<file path="src/rtl/main_bus_pkg.sv">
// rtl/main_bus_pkg.sv - bus source/destination encodings and controller state enum
package main_bus_pkg;

  localparam logic [3:0] ASSERT_NONE  = 4'd0;
  localparam logic [3:0] ASSERT_REGA  = 4'd1;
  localparam logic [3:0] ASSERT_REGB  = 4'd2;
  localparam logic [3:0] ASSERT_REGC  = 4'd3;
  localparam logic [3:0] ASSERT_REGD  = 4'd4;
  localparam logic [3:0] ASSERT_CONST = 4'd5;
  localparam logic [3:0] ASSERT_MEM   = 4'd6;
  localparam logic [3:0] ASSERT_ALU   = 4'd7;

  localparam logic [3:0] LOAD_NONE    = 4'd0;
  localparam logic [3:0] LOAD_REGA    = 4'd1;
  localparam logic [3:0] LOAD_REGB    = 4'd2;
  localparam logic [3:0] LOAD_REGC    = 4'd3;
  localparam logic [3:0] LOAD_REGD    = 4'd4;
  localparam logic [3:0] LOAD_ALU_LHS = 4'd5;
  localparam logic [3:0] LOAD_ALU_RHS = 4'd6;
  localparam logic [3:0] LOAD_MEMW    = 4'd7;

  typedef enum logic [1:0] {
    ST_RUN     = 2'd0,
    ST_MEMWAIT = 2'd1,
    ST_HALT    = 2'd2
  } state_t;

endpackage

</file>
<file path="src/rtl/main_bus_if.sv">
// rtl/main_bus_if.sv - control word, memory handshake and register view of the main bus controller
interface main_bus_if;

  logic [3:0] MainAssert;
  logic [3:0] MainLoad;
  logic       BusRequest;
  logic       Break;
  logic       Continue;
  logic [7:0] ConstIn;
  logic [7:0] AluIn;
  logic [7:0] MemDataIn;
  logic       MemReady;
  logic [7:0] MainBus;
  logic [7:0] RegA;
  logic [7:0] RegB;
  logic [7:0] RegC;
  logic [7:0] RegD;
  logic [7:0] AluLhs;
  logic [7:0] AluRhs;
  logic       MemReq;
  logic       MemWrite;
  logic [7:0] MemDataOut;
  logic       Stall;
  logic       Halted;

  modport master (
    output MainAssert, MainLoad, BusRequest, Break, Continue,
    output ConstIn, AluIn, MemDataIn, MemReady,
    input  MainBus, RegA, RegB, RegC, RegD, AluLhs, AluRhs,
    input  MemReq, MemWrite, MemDataOut, Stall, Halted
  );

  modport slave (
    input  MainAssert, MainLoad, BusRequest, Break, Continue,
    input  ConstIn, AluIn, MemDataIn, MemReady,
    output MainBus, RegA, RegB, RegC, RegD, AluLhs, AluRhs,
    output MemReq, MemWrite, MemDataOut, Stall, Halted
  );

endinterface

</file>
<file path="src/rtl/main_bus_regfile.sv">
// rtl/main_bus_regfile.sv - general registers and ALU operand latches written from the main bus
module main_bus_regfile
  import main_bus_pkg::*;
(
  input  logic       i_clk,
  input  logic       i_rst_n,
  input  logic       i_wr_en,
  input  logic [3:0] i_wr_sel,
  input  logic [7:0] i_wr_data,
  output logic [7:0] o_rega,
  output logic [7:0] o_regb,
  output logic [7:0] o_regc,
  output logic [7:0] o_regd,
  output logic [7:0] o_alu_lhs,
  output logic [7:0] o_alu_rhs
);

  logic [7:0] r_rega, r_regb, r_regc, r_regd, r_alu_lhs, r_alu_rhs;

  always_ff @(posedge i_clk or negedge i_rst_n) begin
    if (!i_rst_n) begin
      r_rega    <= 8'h00;
      r_regb    <= 8'h00;
      r_regc    <= 8'h00;
      r_regd    <= 8'h00;
      r_alu_lhs <= 8'h00;
      r_alu_rhs <= 8'h00;
    end else if (i_wr_en) begin
      case (i_wr_sel)
        LOAD_REGA:    r_rega    <= i_wr_data;
        LOAD_REGB:    r_regb    <= i_wr_data;
        LOAD_REGC:    r_regc    <= i_wr_data;
        LOAD_REGD:    r_regd    <= i_wr_data;
        LOAD_ALU_LHS: r_alu_lhs <= i_wr_data;
        LOAD_ALU_RHS: r_alu_rhs <= i_wr_data;
        default: ;
      endcase
    end
  end

  assign o_rega    = r_rega;
  assign o_regb    = r_regb;
  assign o_regc    = r_regc;
  assign o_regd    = r_regd;
  assign o_alu_lhs = r_alu_lhs;
  assign o_alu_rhs = r_alu_rhs;

endmodule

</file>
<file path="src/rtl/main_bus_controller.sv">
// rtl/main_bus_controller.sv - main bus source mux, load commit and memory/break sequencing
module main_bus_controller
  import main_bus_pkg::*;
(
  input  logic       ClockIn,
  input  logic       ResetIn_n,
  main_bus_if.slave  bus
);

  state_t     r_state;
  logic [3:0] r_cap_assert;
  logic [3:0] r_cap_load;
  logic       r_cap_break;
  logic [7:0] r_cap_bus;
  logic       r_mem_req;
  logic       r_mem_write;
  logic [7:0] r_mem_data_out;
  logic       r_stall;
  logic       r_halted;

  logic [7:0] w_bus;
  logic       w_wr_en;
  logic [3:0] w_wr_sel;
  logic [7:0] w_wr_data;
  logic [7:0] w_rega, w_regb, w_regc, w_regd, w_alu_lhs, w_alu_rhs;

  always_comb begin
    w_bus = 8'h00;
    case (bus.MainAssert)
      ASSERT_REGA:  w_bus = w_rega;
      ASSERT_REGB:  w_bus = w_regb;
      ASSERT_REGC:  w_bus = w_regc;
      ASSERT_REGD:  w_bus = w_regd;
      ASSERT_CONST: w_bus = bus.ConstIn;
      ASSERT_MEM:   w_bus = bus.MemDataIn;
      ASSERT_ALU:   w_bus = bus.AluIn;
      default:      w_bus = 8'h00;
    endcase
  end

  // A completed read whose source was not memory commits the bus value seen at capture time.
  always_comb begin
    w_wr_en   = 1'b0;
    w_wr_sel  = LOAD_NONE;
    w_wr_data = 8'h00;
    if (r_state == ST_RUN && !bus.BusRequest) begin
      w_wr_en   = 1'b1;
      w_wr_sel  = bus.MainLoad;
      w_wr_data = w_bus;
    end else if (r_state == ST_MEMWAIT && bus.MemReady && r_cap_load != LOAD_MEMW) begin
      w_wr_en   = 1'b1;
      w_wr_sel  = r_cap_load;
      w_wr_data = (r_cap_assert == ASSERT_MEM) ? bus.MemDataIn : r_cap_bus;
    end
  end

  main_bus_regfile u_regfile (
    .i_clk     (ClockIn),
    .i_rst_n   (ResetIn_n),
    .i_wr_en   (w_wr_en),
    .i_wr_sel  (w_wr_sel),
    .i_wr_data (w_wr_data),
    .o_rega    (w_rega),
    .o_regb    (w_regb),
    .o_regc    (w_regc),
    .o_regd    (w_regd),
    .o_alu_lhs (w_alu_lhs),
    .o_alu_rhs (w_alu_rhs)
  );

  always_ff @(posedge ClockIn or negedge ResetIn_n) begin
    if (!ResetIn_n) begin
      r_state        <= ST_RUN;
      r_cap_assert   <= ASSERT_NONE;
      r_cap_load     <= LOAD_NONE;
      r_cap_break    <= 1'b0;
      r_cap_bus      <= 8'h00;
      r_mem_req      <= 1'b0;
      r_mem_write    <= 1'b0;
      r_mem_data_out <= 8'h00;
      r_stall        <= 1'b0;
      r_halted       <= 1'b0;
    end else begin
      case (r_state)
        ST_RUN: begin
          if (bus.BusRequest) begin
            r_state      <= ST_MEMWAIT;
            r_cap_assert <= bus.MainAssert;
            r_cap_load   <= bus.MainLoad;
            r_cap_break  <= bus.Break;
            r_cap_bus    <= w_bus;
            r_mem_req    <= 1'b1;
            r_mem_write  <= (bus.MainLoad == LOAD_MEMW);
            r_stall      <= 1'b1;
            if (bus.MainLoad == LOAD_MEMW)
              r_mem_data_out <= w_bus;
          end else if (bus.Break) begin
            r_state  <= ST_HALT;
            r_stall  <= 1'b1;
            r_halted <= 1'b1;
          end
        end
        ST_MEMWAIT: begin
          if (bus.MemReady) begin
            r_mem_req   <= 1'b0;
            r_mem_write <= 1'b0;
            if (r_cap_break) begin
              r_state  <= ST_HALT;
              r_halted <= 1'b1;
            end else begin
              r_state <= ST_RUN;
              r_stall <= 1'b0;
            end
          end
        end
        ST_HALT: begin
          if (bus.Continue) begin
            r_state  <= ST_RUN;
            r_stall  <= 1'b0;
            r_halted <= 1'b0;
          end
        end
        default: begin
          r_state  <= ST_RUN;
          r_stall  <= 1'b0;
          r_halted <= 1'b0;
        end
      endcase
    end
  end

  assign bus.MainBus    = w_bus;
  assign bus.RegA       = w_rega;
  assign bus.RegB       = w_regb;
  assign bus.RegC       = w_regc;
  assign bus.RegD       = w_regd;
  assign bus.AluLhs     = w_alu_lhs;
  assign bus.AluRhs     = w_alu_rhs;
  assign bus.MemReq     = r_mem_req;
  assign bus.MemWrite   = r_mem_write;
  assign bus.MemDataOut = r_mem_data_out;
  assign bus.Stall      = r_stall;
  assign bus.Halted     = r_halted;

endmodule

</file>
<file path="src/flat_wrapper.sv">
// flat-port wrapper written by rule: the top's interface ports become plain ports
module main_bus_controller_flat import main_bus_pkg::*;
  (ClockIn, ResetIn_n, bus_MainAssert, bus_MainLoad, bus_BusRequest, bus_Break, bus_Continue, bus_ConstIn, bus_AluIn, bus_MemDataIn, bus_MemReady, bus_MainBus, bus_RegA, bus_RegB, bus_RegC, bus_RegD, bus_AluLhs, bus_AluRhs, bus_MemReq, bus_MemWrite, bus_MemDataOut, bus_Stall, bus_Halted);
  main_bus_if bus_i ();
  input  logic ClockIn;
  input  logic ResetIn_n;
  input wire logic [$bits(bus_i.MainAssert)-1:0] bus_MainAssert;
  input wire logic [$bits(bus_i.MainLoad)-1:0] bus_MainLoad;
  input wire logic [$bits(bus_i.BusRequest)-1:0] bus_BusRequest;
  input wire logic [$bits(bus_i.Break)-1:0] bus_Break;
  input wire logic [$bits(bus_i.Continue)-1:0] bus_Continue;
  input wire logic [$bits(bus_i.ConstIn)-1:0] bus_ConstIn;
  input wire logic [$bits(bus_i.AluIn)-1:0] bus_AluIn;
  input wire logic [$bits(bus_i.MemDataIn)-1:0] bus_MemDataIn;
  input wire logic [$bits(bus_i.MemReady)-1:0] bus_MemReady;
  output wire logic [$bits(bus_i.MainBus)-1:0] bus_MainBus;
  output wire logic [$bits(bus_i.RegA)-1:0] bus_RegA;
  output wire logic [$bits(bus_i.RegB)-1:0] bus_RegB;
  output wire logic [$bits(bus_i.RegC)-1:0] bus_RegC;
  output wire logic [$bits(bus_i.RegD)-1:0] bus_RegD;
  output wire logic [$bits(bus_i.AluLhs)-1:0] bus_AluLhs;
  output wire logic [$bits(bus_i.AluRhs)-1:0] bus_AluRhs;
  output wire logic [$bits(bus_i.MemReq)-1:0] bus_MemReq;
  output wire logic [$bits(bus_i.MemWrite)-1:0] bus_MemWrite;
  output wire logic [$bits(bus_i.MemDataOut)-1:0] bus_MemDataOut;
  output wire logic [$bits(bus_i.Stall)-1:0] bus_Stall;
  output wire logic [$bits(bus_i.Halted)-1:0] bus_Halted;
  assign bus_i.MainAssert = bus_MainAssert;
  assign bus_i.MainLoad = bus_MainLoad;
  assign bus_i.BusRequest = bus_BusRequest;
  assign bus_i.Break = bus_Break;
  assign bus_i.Continue = bus_Continue;
  assign bus_i.ConstIn = bus_ConstIn;
  assign bus_i.AluIn = bus_AluIn;
  assign bus_i.MemDataIn = bus_MemDataIn;
  assign bus_i.MemReady = bus_MemReady;
  assign bus_MainBus = bus_i.MainBus;
  assign bus_RegA = bus_i.RegA;
  assign bus_RegB = bus_i.RegB;
  assign bus_RegC = bus_i.RegC;
  assign bus_RegD = bus_i.RegD;
  assign bus_AluLhs = bus_i.AluLhs;
  assign bus_AluRhs = bus_i.AluRhs;
  assign bus_MemReq = bus_i.MemReq;
  assign bus_MemWrite = bus_i.MemWrite;
  assign bus_MemDataOut = bus_i.MemDataOut;
  assign bus_Stall = bus_i.Stall;
  assign bus_Halted = bus_i.Halted;
  main_bus_controller u_core (.ClockIn(ClockIn), .ResetIn_n(ResetIn_n), .bus(bus_i));
endmodule
</file>
<file path="config.mk">
export PLATFORM = sky130hd
export DESIGN_NAME = main_bus_controller_flat
export DESIGN_NICKNAME = d
export VERILOG_FILES = /design/src/rtl/main_bus_pkg.sv /design/src/rtl/main_bus_if.sv /design/src/rtl/main_bus_regfile.sv /design/src/rtl/main_bus_controller.sv /design/src/flat_wrapper.sv
export SDC_FILE = /design/constraint.sdc
export NUM_CORES = 1
export LEC_CHECK = 0
export CAP_MARGIN = 5
export CORE_ASPECT_RATIO = 1.4
export CORE_MARGIN = 1
export CORE_UTILIZATION = 54
export CTS_BUF_LIST = sky130_fd_sc_hd__clkbuf_4
export CTS_CLUSTER_SIZE = 25
export DETAILED_ROUTE_END_ITERATION = 6
export PLACE_DENSITY = 0.88
export SLEW_MARGIN = 20
export SYNTH_ARGS = -nofsm -noshare
export SYNTH_HDL_FRONTEND = slang
export SYNTH_SLANG_ARGS = --single-unit
</file>
<file path="constraint.sdc">
create_clock -name ClockIn -period 4.85 [get_ports ClockIn]
set_input_delay 0.7275 -clock ClockIn [delete_from_list [all_inputs] [get_ports ClockIn]]
set_output_delay 0.7275 -clock ClockIn [all_outputs]
set_load 0.005 [all_outputs]
</file>
# Word-level counts from Yosys, hierarchy flattened
# Cells that the tools add are included.
# op_classes
n_eq_ne	26
reduce_logical	18
muxes	29
# ops
cell	n
8-bit one-hot mux with 7 select lines	1
4-bit by 3-bit == test with 1-bit output (second input constant)	9
8-bit two-way mux	3
4-bit by 2-bit == test with 1-bit output (second input constant)	4
2-bit AND reduction	7
1-bit two-way mux	13
2-bit inequality test (second input constant)	6
2-bit two-way mux	5
3-bit AND reduction	3
4-bit by 1-bit == test with 1-bit output (second input constant)	2
4-bit two-way mux	2
1-bit one-hot mux with 3 select lines	2
2-bit one-hot mux with 3 select lines	1
5-bit AND reduction	1
4-bit by 3-bit inequality test with 1-bit output (second input constant)	1
1-bit one-hot mux with 2 select lines	2
4-bit AND reduction	1
1-bit logical AND	3
3-bit inequality test (second input constant)	1
2-bit by 1-bit == test with 1-bit output (second input constant)	1
2-bit == test (second input constant)	1
2-bit zero test	1
2-bit by 1-bit inequality test with 1-bit output (second input constant)	1
2-bit nonzero test	1
1-bit zero test	1
# totals
regBits	79
output_inout_bits	68
elab_cells	89
inputBits	38

# Depth between registers and ports, before layout
# depth
ltp_word	7
mapped_depth	7

# Cells and area by module
# From an unflattened synthesis, not the netlist that was laid out.
# hier_totals
cells_unflattened	315
hier_area_um2	3957.5
# modules_own_cells
mod	cells_per_inst	area_each_um2	instances	seq_area_each_um2
main_bus_controller	209	2042.0	1	775.7
main_bus_regfile	106	1915.6	1	1201.2

# Worst setup path before layout
# OpenSTA, ideal clock, no wires.
# synth_timing
kind	input -> output
start	in bus_MainAssert[2]
end	out bus_MainBus[3]
cell_stages	5
required_time_ns	4.123
arrival_time_ns	2.102
setup_slack_ns	2.021
path_cell_list	clkbuf_1 clkbuf_1 mux2_2 a222oi_1 o21ai_0
# synth_via
elab_chain_len	2
elab_cells_between_ends	8
# synth_lines
item	line	text
from (decl)	flat_wrapper.sv:7	input wire logic [$bits(bus_i.MainAssert)-1:0] bus_MainAssert;
4-bit by 3-bit == test with 1-bit output (tied with other cells)	main_bus_controller.sv:29	case (bus.MainAssert)
8-bit one-hot mux with 7 select lines *	main_bus_controller.sv:29	
to (decl)	flat_wrapper.sv:16	output wire logic [$bits(bus_i.MainBus)-1:0] bus_MainBus;
# Every way passes the cells marked *; elsewhere a longest branch is shown, timed or not.

# Worst setup path in the final report
# layout_timing
start	in bus_MainAssert[2]
end	out bus_MainBus[4]
# The elaborated chain is that of the path after synthesis.

==> metrics.txt <==
Bufs and invs on worst path=2; pwr dens=489 nW/um^2; syn_area_per_cell=12.8 sq um; Top Ports=106; Clock Pin Slew Worst Setup and Hold Paths=140 ps; top cells by area in the synthesized netlist=dfrtp_1 (50%), mux2_2 (19%), mux2i_1 (4.3%); Layout fillers=475; warnings from Yosys=0; n_diodes=0; post-DR wirelength/cell=20.0 microns; Seq/Total Area, Yosys=0.499; WP data required=4120 ps; routed wire length=10.3 mm; Peak Freq=0.247 GHz; postcts setup bufs=0; initial DRC count=258; count of state elements after synthesis=79; final setup fails=0; TritonCTS clock tree=built; largest family of logic cells by synthesized area=multiplexers; simple-gate share of the synthesized area=0.103; global route total overflow=0; Syn-to-layout area delta=33.3%; largest net degree at the start of global routing=80; H-Tree Depth=3; cells after synthesis=310; compound-cell area share of the yosys netlist=0.114; CTS Hold Bufs=0; Final nets=453; kind of critical path=primary input to primary output; Async SR Flop Fraction=1.00; num rows=36; via count of the first global-routing pass=3069; peak supply drop=0.315 mV; critical-path cell list=clkdlybuf4s50_1 > or3b_2 > o22ai_1 > a21oi_1 > o21ai_0 > clkdlybuf4s50_1; Die Span Y=103 microns; leading area contributor after synthesis=dfrtp_1; latest clock arrival within the worst-skew pair=440 ps; die width=74.4 microns; number of flops mapped to enable cells by yosys=0; Lkg Pwr=2.27 nW; share of cells above drive strength 1=0.255; post-CTS resize count=0; setup_tns=0 ps; max_cap viols=0; total power=2.58 mW; via count=3087; family with the most delay on the worst path=buffers and inverters; mux contribution to synthesized area=0.264; area share of the largest cell type after synthesis=0.499; CTS Sinks=79; Initial Util=0.563; Post-DRT Antenna Nets=0; Detailed Routing Iterations Pass 1=5; Crit path top cell by count=clkdlybuf4s50_1; Synth Area in XOR/XNOR=0; status=finished, final reports clean; number of remaining DRC errors=0; CP Capture Type=primary output; CTS max path bufs=2; crit-path max cell delay=960 ps; total CTS buffers=9; Port-buffer cells=105; most frequent cells in the layout=clkdlybuf4s50_1 (104), dfrtp_1 (79), mux2_2 (67); DIE AREA=7680 sq um; top_reg_cell synth=dfrtp_1; Global Route Usage Sum=0.280; Final Wtd Congestion=0.914; Mapped Area=3960 sq um; crit start category=primary input; DP Wirelength=7.55 mm; clk root buf=clkbuf_4; Slew HR=0.357; via/cell ratio=5.99; Worst path slowest cell=clkdlybuf4s50_1; Worst Clk Skew=16.6 ps; RSZ-0062 raised after global routing=no; Final Cycle Share=0.836; Slew @ Worst Pin=965 ps; Final Slew Violations=0; number of antenna violations at the first check in global routing=0; core area=7030 sq um; Worst Path Max Fanout=18; most common cell after layout, fill and taps aside=clkdlybuf4s50_1; Tightest Hold Check Type=primary input to async pin; Final Critical Period=4060 ps; first-pass GRT wire length=16.0 mm; Final Hold Viols=0; post-synth cell types=47; post-synthesis adder-cell area fraction=0; WP data arrival=3330 ps; Syn Nets=348
## Yosys cell counts (2+ instances only)
library cell,n
a21o_1,2
a21oi_1,12
a222oi_1,3
a22o_1,4
a22oi_1,7
a32oi_1,3
and3_1,2
buf_4,2
clkbuf_1,12
dfrtp_1,79
inv_1,3
mux2_2,67
mux2_4,8
mux2i_1,17
nand2_1,5
nand2b_1,8
nand3b_1,4
nand4b_1,2
nor2_1,13
nor2_2,2
nor2b_1,4
nor3b_1,4
nor4_4,2
nor4b_1,2
nor4bb_1,2
o21ai_0,10
o221ai_1,8
o22ai_1,4
## cell families after synthesis
| kind of cell | after synthesis |
|---|---|
| flops | 79 |
| mux | 92 |
| simple gates | 60 |
| compound gates | 61 |
| buf+inv | 18 |
## registers in the layout, indices dropped and copies added, names as in the netlist, 8 cells and up
signal,count
u_core.u_regfile.o_regc,8
u_core.u_regfile.o_rega,8
u_core.u_regfile.o_alu_rhs,8
u_core.u_regfile.o_regb,8
u_core.bus.MemDataOut,8
u_core.u_regfile.o_regd,8
u_core.u_regfile.o_alu_lhs,8
u_core.r_cap_bus,8
## final timing paths
path	start	end	slack [ps]	cells past startpoint
max	bus_MainAssert[2]	bus_MainBus[4]	790	6
min	ResetIn_n	u_core.r_cap_load[3]	440	1
max reg2reg	u_core.r_state[1]	u_core.u_regfile.o_alu_rhs[6]	1900	5
min reg2reg	u_core.bus.MemWrite	u_core.bus.MemWrite	490	1
max in group asynchronous	ResetIn_n	u_core.bus.MemDataOut[1]	3810	1
min in group ClockIn	u_core.bus.MemWrite	u_core.bus.MemWrite	490	1
## layout make-up
| cell class | instances | area (sq um) | area share |
|---|---|---|---|
| clock inverters | 7 | 105 | 0.0199 |
| clock buffers | 9 | 67.6 | 0.0128 |
| repair buffers | 109 | 1080 | 0.204 |
| well taps | 95 | 119 | 0.0225 |
| flip-flops and latches | 79 | 1980 | 0.375 |
| inverters | 3 | 11.3 | 0.00213 |
| multi-input cells | 213 | 1920 | 0.364 |
## stage by stage
stage	util	area (sq um)	setup slack (ps)	instances	hold WS (ps)
floorplan	-	3960	2020	310	432
global placement	0.726	5100	909	499	462
detailed placement	0.726	5100	857	499	465
CTS	0.751	5280	842	515	466
global route	0.751	5280	640	515	510
finish	0.751	5280	794	515	440
## report_power, final
part           switching [mW]  total, mW  leakage, nW  internal [mW]
Clock                   0.253      0.469       0.0886          0.216
Sequential              0.218       1.10         1.06          0.881
Combinational           0.399       1.01         1.13          0.615
## layer usage
layer,global-route usage,share of wire,vias up
met3,0.0533,0.051,19
met5,0,0,-
met1,0.379,0.43,1549
met4,0.107,0.021,0
li1,-,-,1392
met2,0.447,0.50,127
(Power assumes the default switching activity.)
